File: src/rtl/wishbone_master_if_pkg.sv
// Shared types and constants for the Wishbone classic single-cycle master.
// State encoding, default watchdog limit and watchdog counter sizing.
package wishbone_master_if_pkg;

    typedef enum logic [1:0] {
        WB_IDLE = 2'd0,
        WB_BUSY = 2'd1,
        WB_DONE = 2'd2
    } wb_state_t;

    localparam int WB_TMO_DEFAULT = 255;

    // A disabled watchdog still needs a legal one-bit counter width.
    function automatic int wdog_width(input int tmo);
        return (tmo > 0) ? $clog2(tmo + 1) : 1;
    endfunction

endpackage

File: src/rtl/wishbone_master_if_if.sv
// CPU-port and Wishbone-bus signal bundle for one master instance.
// The master modport is the bridge; the slave modport is the CPU/bus side.
interface wishbone_master_if_if #(
    parameter int ADDR_W  = 32,
    parameter int DATA_W  = 32,
    parameter int STALL_W = 6
);
    localparam int SEL_W = DATA_W / 8;

    logic [STALL_W-1:0] stall_i;
    logic               flush_i;
    logic               cpu_ce_i;
    logic [ADDR_W-1:0]  cpu_addr_i;
    logic [DATA_W-1:0]  cpu_data_i;
    logic               cpu_we_i;
    logic [SEL_W-1:0]   cpu_sel_i;
    logic [DATA_W-1:0]  cpu_data_o;
    logic               cpu_err_o;
    logic               stallreq;
    logic [ADDR_W-1:0]  wishbone_addr_o;
    logic [DATA_W-1:0]  wishbone_data_o;
    logic               wishbone_we_o;
    logic [SEL_W-1:0]   wishbone_sel_o;
    logic               wishbone_stb_o;
    logic               wishbone_cyc_o;
    logic [DATA_W-1:0]  wishbone_data_i;
    logic               wishbone_ack_i;
    logic               wishbone_err_i;

    modport master (
        input  stall_i, flush_i, cpu_ce_i, cpu_addr_i, cpu_data_i, cpu_we_i, cpu_sel_i,
        input  wishbone_data_i, wishbone_ack_i, wishbone_err_i,
        output cpu_data_o, cpu_err_o, stallreq,
        output wishbone_addr_o, wishbone_data_o, wishbone_we_o, wishbone_sel_o,
        output wishbone_stb_o, wishbone_cyc_o
    );

    modport slave (
        output stall_i, flush_i, cpu_ce_i, cpu_addr_i, cpu_data_i, cpu_we_i, cpu_sel_i,
        output wishbone_data_i, wishbone_ack_i, wishbone_err_i,
        input  cpu_data_o, cpu_err_o, stallreq,
        input  wishbone_addr_o, wishbone_data_o, wishbone_we_o, wishbone_sel_o,
        input  wishbone_stb_o, wishbone_cyc_o
    );

endinterface

File: src/rtl/wishbone_master_if_wb_watchdog.sv
// Saturating BUSY-cycle counter; o_expired flags the last allowed cycle.
// TMO_CYC == 0 ties the output off and removes the counter.
module wb_watchdog
    import wishbone_master_if_pkg::*;
#(
    parameter int TMO_CYC = WB_TMO_DEFAULT
) (
    input  logic clk,
    input  logic rst,
    input  logic i_clr,
    input  logic i_en,
    output logic o_expired
);
    localparam int CW = wdog_width(TMO_CYC);

    generate
        if (TMO_CYC > 0) begin : g_on
            localparam logic [CW-1:0] LIMIT = CW'(TMO_CYC - 1);
            logic [CW-1:0] r_cnt;

            always_ff @(posedge clk or posedge rst) begin
                if (rst) begin
                    r_cnt <= '0;
                end else if (i_clr) begin
                    r_cnt <= '0;
                end else if (i_en && (r_cnt != '1)) begin
                    r_cnt <= r_cnt + CW'(1);
                end
            end

            assign o_expired = i_en && (r_cnt == LIMIT);
        end else begin : g_off
            assign o_expired = 1'b0;
        end
    endgenerate

endmodule

File: src/rtl/wishbone_master_if.sv
// Wishbone B4 classic single-cycle master for one CPU port; request latched at start.
// Request-to-data 2 cycles minimum; stallreq holds the CPU until DONE, DONE holds data while CTRL stalls.
module wishbone_master_if
    import wishbone_master_if_pkg::*;
#(
    parameter int ADDR_W  = 32,
    parameter int DATA_W  = 32,
    parameter int STALL_W = 6,
    parameter int TMO_CYC = WB_TMO_DEFAULT
) (
    input  logic                 clk,
    input  logic                 rst,
    wishbone_master_if_if.master wb
);
    localparam int SEL_W = DATA_W / 8;

    wb_state_t         r_state;
    wb_state_t         w_next;
    logic              w_capture;
    logic              w_set_err;
    logic              w_load_ack;
    logic              w_in_busy;
    logic              w_expired;
    logic [ADDR_W-1:0] r_addr;
    logic [DATA_W-1:0] r_wdata;
    logic              r_we;
    logic [SEL_W-1:0]  r_sel;
    logic [DATA_W-1:0] r_buf;
    logic              r_err;
    logic              r_cyc;

    assign w_in_busy = (r_state == WB_BUSY);

    wb_watchdog #(.TMO_CYC(TMO_CYC)) u_wdog (
        .clk       (clk),
        .rst       (rst),
        .i_clr     (w_capture),
        .i_en      (w_in_busy),
        .o_expired (w_expired)
    );

    always_comb begin
        w_next     = r_state;
        w_capture  = 1'b0;
        w_set_err  = 1'b0;
        w_load_ack = 1'b0;
        unique case (r_state)
            WB_IDLE: begin
                if (wb.cpu_ce_i && !wb.flush_i) begin
                    w_next    = WB_BUSY;
                    w_capture = 1'b1;
                end
            end
            WB_BUSY: begin
                // Flush abandons the access; any later ack/err lands in IDLE and is ignored.
                if (wb.flush_i) begin
                    w_next = WB_IDLE;
                end else if (wb.wishbone_err_i) begin
                    w_next    = WB_DONE;
                    w_set_err = 1'b1;
                end else if (wb.wishbone_ack_i) begin
                    w_next     = WB_DONE;
                    w_load_ack = 1'b1;
                end else if (w_expired) begin
                    w_next    = WB_DONE;
                    w_set_err = 1'b1;
                end
            end
            WB_DONE: begin
                if (wb.flush_i || (wb.stall_i == '0)) begin
                    w_next = WB_IDLE;
                end
            end
            default: w_next = WB_IDLE;
        endcase
    end

    always_ff @(posedge clk or posedge rst) begin
        if (rst) begin
            r_state <= WB_IDLE;
        end else begin
            r_state <= w_next;
        end
    end

    always_ff @(posedge clk or posedge rst) begin
        if (rst) begin
            r_addr  <= '0;
            r_wdata <= '0;
            r_we    <= 1'b0;
            r_sel   <= '0;
            r_buf   <= '0;
            r_err   <= 1'b0;
            r_cyc   <= 1'b0;
        end else begin
            r_cyc <= (w_next == WB_BUSY);
            if (w_capture) begin
                r_addr  <= wb.cpu_addr_i;
                r_wdata <= wb.cpu_we_i ? wb.cpu_data_i : '0;
                r_we    <= wb.cpu_we_i;
                r_sel   <= wb.cpu_sel_i;
                r_buf   <= '0;
                r_err   <= 1'b0;
            end
            if (w_set_err) begin
                r_err <= 1'b1;
                r_buf <= '0;
            end
            if (w_load_ack) begin
                r_buf <= r_we ? '0 : wb.wishbone_data_i;
            end
        end
    end

    assign wb.wishbone_addr_o = r_addr;
    assign wb.wishbone_data_o = r_wdata;
    assign wb.wishbone_we_o   = r_we;
    assign wb.wishbone_sel_o  = r_sel;
    assign wb.wishbone_cyc_o  = r_cyc;
    assign wb.wishbone_stb_o  = r_cyc;

    assign wb.cpu_data_o = (r_state == WB_DONE) ? r_buf : '0;
    assign wb.cpu_err_o  = (r_state == WB_DONE) && r_err;

    // Gated by rst so the stall request drops the instant reset asserts.
    assign wb.stallreq = !rst && (((r_state == WB_IDLE) && wb.cpu_ce_i && !wb.flush_i) || w_in_busy);

endmodule
File: src/flat_wrapper.sv
// flat-port wrapper written by rule: the top's interface ports become plain ports
module wishbone_master_if_flat import wishbone_master_if_pkg::*;
#(
    parameter int ADDR_W  = 32,
    parameter int DATA_W  = 32,
    parameter int STALL_W = 6,
    parameter int TMO_CYC = WB_TMO_DEFAULT
)
  (clk, rst, wb_stall_i, wb_flush_i, wb_cpu_ce_i, wb_cpu_addr_i, wb_cpu_data_i, wb_cpu_we_i, wb_cpu_sel_i, wb_wishbone_data_i, wb_wishbone_ack_i, wb_wishbone_err_i, wb_cpu_data_o, wb_cpu_err_o, wb_stallreq, wb_wishbone_addr_o, wb_wishbone_data_o, wb_wishbone_we_o, wb_wishbone_sel_o, wb_wishbone_stb_o, wb_wishbone_cyc_o);
  wishbone_master_if_if #(.ADDR_W(ADDR_W), .DATA_W(DATA_W), .STALL_W(STALL_W)) wb_i ();
  input  logic clk;
  input  logic rst;
  input wire logic [$bits(wb_i.stall_i)-1:0] wb_stall_i;
  input wire logic [$bits(wb_i.flush_i)-1:0] wb_flush_i;
  input wire logic [$bits(wb_i.cpu_ce_i)-1:0] wb_cpu_ce_i;
  input wire logic [$bits(wb_i.cpu_addr_i)-1:0] wb_cpu_addr_i;
  input wire logic [$bits(wb_i.cpu_data_i)-1:0] wb_cpu_data_i;
  input wire logic [$bits(wb_i.cpu_we_i)-1:0] wb_cpu_we_i;
  input wire logic [$bits(wb_i.cpu_sel_i)-1:0] wb_cpu_sel_i;
  input wire logic [$bits(wb_i.wishbone_data_i)-1:0] wb_wishbone_data_i;
  input wire logic [$bits(wb_i.wishbone_ack_i)-1:0] wb_wishbone_ack_i;
  input wire logic [$bits(wb_i.wishbone_err_i)-1:0] wb_wishbone_err_i;
  output wire logic [$bits(wb_i.cpu_data_o)-1:0] wb_cpu_data_o;
  output wire logic [$bits(wb_i.cpu_err_o)-1:0] wb_cpu_err_o;
  output wire logic [$bits(wb_i.stallreq)-1:0] wb_stallreq;
  output wire logic [$bits(wb_i.wishbone_addr_o)-1:0] wb_wishbone_addr_o;
  output wire logic [$bits(wb_i.wishbone_data_o)-1:0] wb_wishbone_data_o;
  output wire logic [$bits(wb_i.wishbone_we_o)-1:0] wb_wishbone_we_o;
  output wire logic [$bits(wb_i.wishbone_sel_o)-1:0] wb_wishbone_sel_o;
  output wire logic [$bits(wb_i.wishbone_stb_o)-1:0] wb_wishbone_stb_o;
  output wire logic [$bits(wb_i.wishbone_cyc_o)-1:0] wb_wishbone_cyc_o;
  assign wb_i.stall_i = wb_stall_i;
  assign wb_i.flush_i = wb_flush_i;
  assign wb_i.cpu_ce_i = wb_cpu_ce_i;
  assign wb_i.cpu_addr_i = wb_cpu_addr_i;
  assign wb_i.cpu_data_i = wb_cpu_data_i;
  assign wb_i.cpu_we_i = wb_cpu_we_i;
  assign wb_i.cpu_sel_i = wb_cpu_sel_i;
  assign wb_i.wishbone_data_i = wb_wishbone_data_i;
  assign wb_i.wishbone_ack_i = wb_wishbone_ack_i;
  assign wb_i.wishbone_err_i = wb_wishbone_err_i;
  assign wb_cpu_data_o = wb_i.cpu_data_o;
  assign wb_cpu_err_o = wb_i.cpu_err_o;
  assign wb_stallreq = wb_i.stallreq;
  assign wb_wishbone_addr_o = wb_i.wishbone_addr_o;
  assign wb_wishbone_data_o = wb_i.wishbone_data_o;
  assign wb_wishbone_we_o = wb_i.wishbone_we_o;
  assign wb_wishbone_sel_o = wb_i.wishbone_sel_o;
  assign wb_wishbone_stb_o = wb_i.wishbone_stb_o;
  assign wb_wishbone_cyc_o = wb_i.wishbone_cyc_o;
  wishbone_master_if #(.ADDR_W(ADDR_W), .DATA_W(DATA_W), .STALL_W(STALL_W), .TMO_CYC(TMO_CYC)) u_core (.clk(clk), .rst(rst), .wb(wb_i));
endmodule
File: config.mk
export PLATFORM = sky130hd
export DESIGN_NAME = wishbone_master_if_flat
export DESIGN_NICKNAME = d
export VERILOG_FILES = /design/src/rtl/wishbone_master_if_pkg.sv /design/src/rtl/wishbone_master_if_if.sv /design/src/rtl/wishbone_master_if_wb_watchdog.sv /design/src/rtl/wishbone_master_if.sv /design/src/flat_wrapper.sv
export SDC_FILE = /design/constraint.sdc
export NUM_CORES = 1
export LEC_CHECK = 0
export ABC_AREA = 1
export CAP_MARGIN = 0
export CORE_ASPECT_RATIO = 1.2
export CORE_MARGIN = 2
export CORE_UTILIZATION = 30
export DETAILED_ROUTE_END_ITERATION = 10
export GPL_TIMING_DRIVEN = 0
export PLACE_DENSITY = 0.67
export SYNTH_ARGS = -nofsm -noshare
export SYNTH_HDL_FRONTEND = slang
export SYNTH_SLANG_ARGS = --single-unit
File: constraint.sdc
create_clock -name clk -period 3.3 [get_ports clk]
set_input_delay 0.33 -clock clk [delete_from_list [all_inputs] [get_ports clk]]
set_output_delay 0.33 -clock clk [all_outputs]
set_load 0.01 [all_outputs]
==> reports/results.tsv <==
stage	metric	value	unit
run_status	status	completed	
timing	final hold slack	303	ps
global_routing	first-pass GRT wire length	23700	um
clocking	H-Tree Depth	4	
synth	Area contributors post-synth	dfrtp_1, nand2_1, nand3_2	
placement	port bufs	216	
worst_setup_path	startpoint types	input pin	
power	total power	4.46	mW
hold_path	Hold Path Class	input pin to register	
worst_setup_path	Worst Path Class, Setup	input pin to primary output	
clocking	clock buffer count from CTS	17	
global_routing	vias in the first global route	4678	
route	# DRC	0	
power	power density cells	545	nW/um2
route	final WL	14500	um
clocking	Clk Latency, worst-skew pair	400	ps
finish	Final nets	966	
timing	clock skew	11.4	ps
timing	Max transition margin	59.8	%
die	boundary pin count	218	
finish	final instance area	8170	um2
hold_path	hold path depth	3	
clocking	CTS Sinks	113	
route	Vias per Instance	4.29	
timing	Final Max Slew Viols	0	
synth	Netlist Area Pre-Place	5100	um2
clocking	Setup Fix Bufs, Post-CTS	0	
finish	area of the multi-input gates	1860	um2
synth	leading area contributor after synthesis	dfrtp_1	
power	Clk pwr share	41.0	%
power	Max VDD drop	0.000314	V
worst_setup_path	CP endpoint kind	primary output	
power	Flop pwr share	38.1	%
global_routing	global route total overflow	0	
clocking	Max Root-Sink Buffers	2	
die	die area	18100	um2
finish	n_diodes	0	
timing	RSZ-0062 raised after global routing	no	
power	Comb pwr share	20.9	%
route	drt wl/cell	13.5	um
clocking	CTS tree	built	
route	Initial DRC Count	194	
die	placement row count	52	
timing	Fin. Hold Viols	0	
global_routing	Overall Global Routing Usage	16.8	%
timing	Tmin final	2650	ps
die	Core ar.	16800	um2
finish	# fillers	1633	
clocking	Worst-path clk slew	50	ps
die	die span in y	147	um
global_routing	largest net degree at the start of global routing	36	
route	DR pass1 iterations	5	
route	remaining antenna violation count	0	
finish	Register Area	2830	um2
route	routed via count	4613	
power	Switch Pwr	1.13	mW
finish	P&R area growth vs syn	60.4	%
worst_setup_path	Worst R2R Path Depth	9	
clocking	PostCTS Resize Cnt	0	
worst_setup_path	Critical Path Fanout Max	10	
worst_setup_path	worst path required time	2970	ps
placement	hpwl dp	11000	um
clocking	hold buffers post-CTS	0	
synth	Yosys warning count	0	
timing	fmax	378	MHz
synth	number of synthesized register bits	113	
clocking	clock root buffer	clkbuf_16	
worst_setup_path	CP arrival	2320	ps
placement	RePlAce Congestion	0.792	
synth	Synth top area share	55.5	%
placement	post-placement cell area	7590	um2
power	Pint	3.32	mW
timing	Final period util	80.2	%
synth	synthesized net count	728	
timing	post-route setup TNS	0	ps
synth	Netlist cell types	26	
power	Sw Share	25.5	%
finish	fraction of layout cells with a size suffix above 1	10.1	%
synth	register area share after synthesis	55.5	%
timing	final setup vio count	0	
timing	worst-margin pin slew	602	ps
die	Die W	123	um
die	Starting Density	30.4	%
global_routing	antenna violations before repair	0	
synth	syn avg cell area	8.31	um2
job	maxcap violations	0	
synth	Cells after Synth	613	
power	leak pwr	3.78	nW
-- area by class of cell --
type	instances	area share [%]
Buffer	33	2.57
Clock buffer	22	5.80
Clock inverter	6	1.32
Inverter	54	2.53
Multi-Input combinational cell	413	22.7
Sequential cell	113	34.6
Tap cell	216	3.31
Timing Repair Buffer	219	27.2
-- layer usage --
layer	part of all wire, %	global-route usage [%]
met3	9.2	6.33
met4	1.3	4.38
met1	42	20.5
met2	47	27.7
met5	0	0
-- stage by stage --
stage	util [%]	cells	setup slack, ps
after CTS	48.7	1076	639
after floorplan	-	613	1600
final	48.7	1076	655
after detailed placement	45.2	1048	653
after global placement	44.9	1045	286
after global routing	48.7	1076	521
-- placed cells by master (no fill, tap or decap) --
| cell | count |
|---|---|
| a21oi_1 | 2 |
| a21oi_4 | 1 |
| buf_1 | 3 |
| buf_12 | 3 |
| buf_2 | 9 |
| buf_4 | 4 |
| buf_6 | 8 |
| bufinv_16 | 3 |
| clkbuf_1 | 11 |
| clkbuf_16 | 17 |
| clkbuf_8 | 3 |
| clkdlybuf4s50_1 | 216 |
| clkinv_2 | 2 |
| clkinvlp_4 | 2 |
| dfrtp_1 | 113 |
| ha_1 | 2 |
| inv_1 | 51 |
| inv_2 | 2 |
| nand2_1 | 265 |
| nand2_2 | 4 |
| nand2_4 | 1 |
| nand3_1 | 19 |
| nand3_2 | 22 |
| nand4_1 | 3 |
| nor2_1 | 48 |
| nor2_2 | 2 |
| nor2_4 | 2 |
| nor3_2 | 1 |
| o21ai_0 | 36 |
| o21ai_1 | 2 |
| or2_2 | 1 |
| xnor2_1 | 1 |
| xor2_1 | 1 |
-- path summary, 6_finish.rpt --
| kind | startpoint | endpoint | slack [ps] |
|---|---|---|---|
| max | wb_flush_i | wb_stallreq | 650 |
| min | wb_cpu_we_i | u_core.wb.wishbone_data_o[30] | 300 |
| max reg2reg | u_core.u_wdog.g_on.r_cnt[1] | u_core.u_wdog.g_on.r_cnt[3] | 1750 |
| min reg2reg | u_core.wb.wishbone_addr_o[0] | u_core.wb.wishbone_addr_o[0] | 470 |
| max in group asynchronous | rst | u_core.wb.wishbone_addr_o[3] | 2320 |
| min in group asynchronous | rst | u_core.r_buf[5] | 410 |
-- flip-flops by register name, indices dropped and copies added (netlist names) --
signal / flops
u_core.r_buf: 32
u_core.wb.wishbone_addr_o: 32
u_core.wb.wishbone_data_o: 32
u_core.u_wdog.g_on.r_cnt: 8
u_core.wb.wishbone_sel_o: 4
u_core.r_state: 2
u_core.r_err: 1
u_core.wb.wishbone_cyc_o: 1
u_core.wb.wishbone_we_o: 1
-- critical path: stages --
cell and delay, ps:
clkdlybuf4s50_1 540, nor2_1 180, nand3_2 120, buf_4 200
buf_2 210, a21oi_1 150, clkdlybuf4s50_1 580
-- cells in the mapped netlist --
library cell	n
nand2_2	4
buf_4	4
inv_1	52
a21oi_4	1
inv_2	2
xor2_1	1
or2_2	1
nor2_4	2
nand3_2	22
buf_1	3
clkbuf_1	9
nor3_2	1
ha_1	2
xnor2_1	1
buf_2	9
buf_6	8
a21oi_1	2
nand3_1	19
nor2_1	48
dfrtp_1	113
o21ai_1	2
nand2_1	265
o21ai_0	36
nor2_2	2
nand2_4	1
nand4_1	3
-- kinds of logic after synthesis --
| logic type | count (synthesis) | synth area share, % |
|---|---|---|
| flip-flops | 113 | 55.5 |
| AO/OA/AOI/OAI | 41 | 4.25 |
| AND/OR/NAND/NOR | 368 | 31.3 |
| buffers and inverters | 87 | 8.10 |
| adder cells (fa/ha/maj) | 2 | 0.491 |
| XOR/XNOR | 2 | 0.344 |
-- power groups by stage --
stage	Clock, mW	Combinational (mW)	Sequential, mW
6_report	1.83	0.933	1.70
2_1_floorplan	0	0.301	1.78
4_1_cts	1.87	0.951	1.70
3_3_place_gp	0	0.931	1.71
5_1_grt	1.96	1.03	1.72
3_5_place_dp	0	0.949	1.71
(Power assumes the default switching activity.)
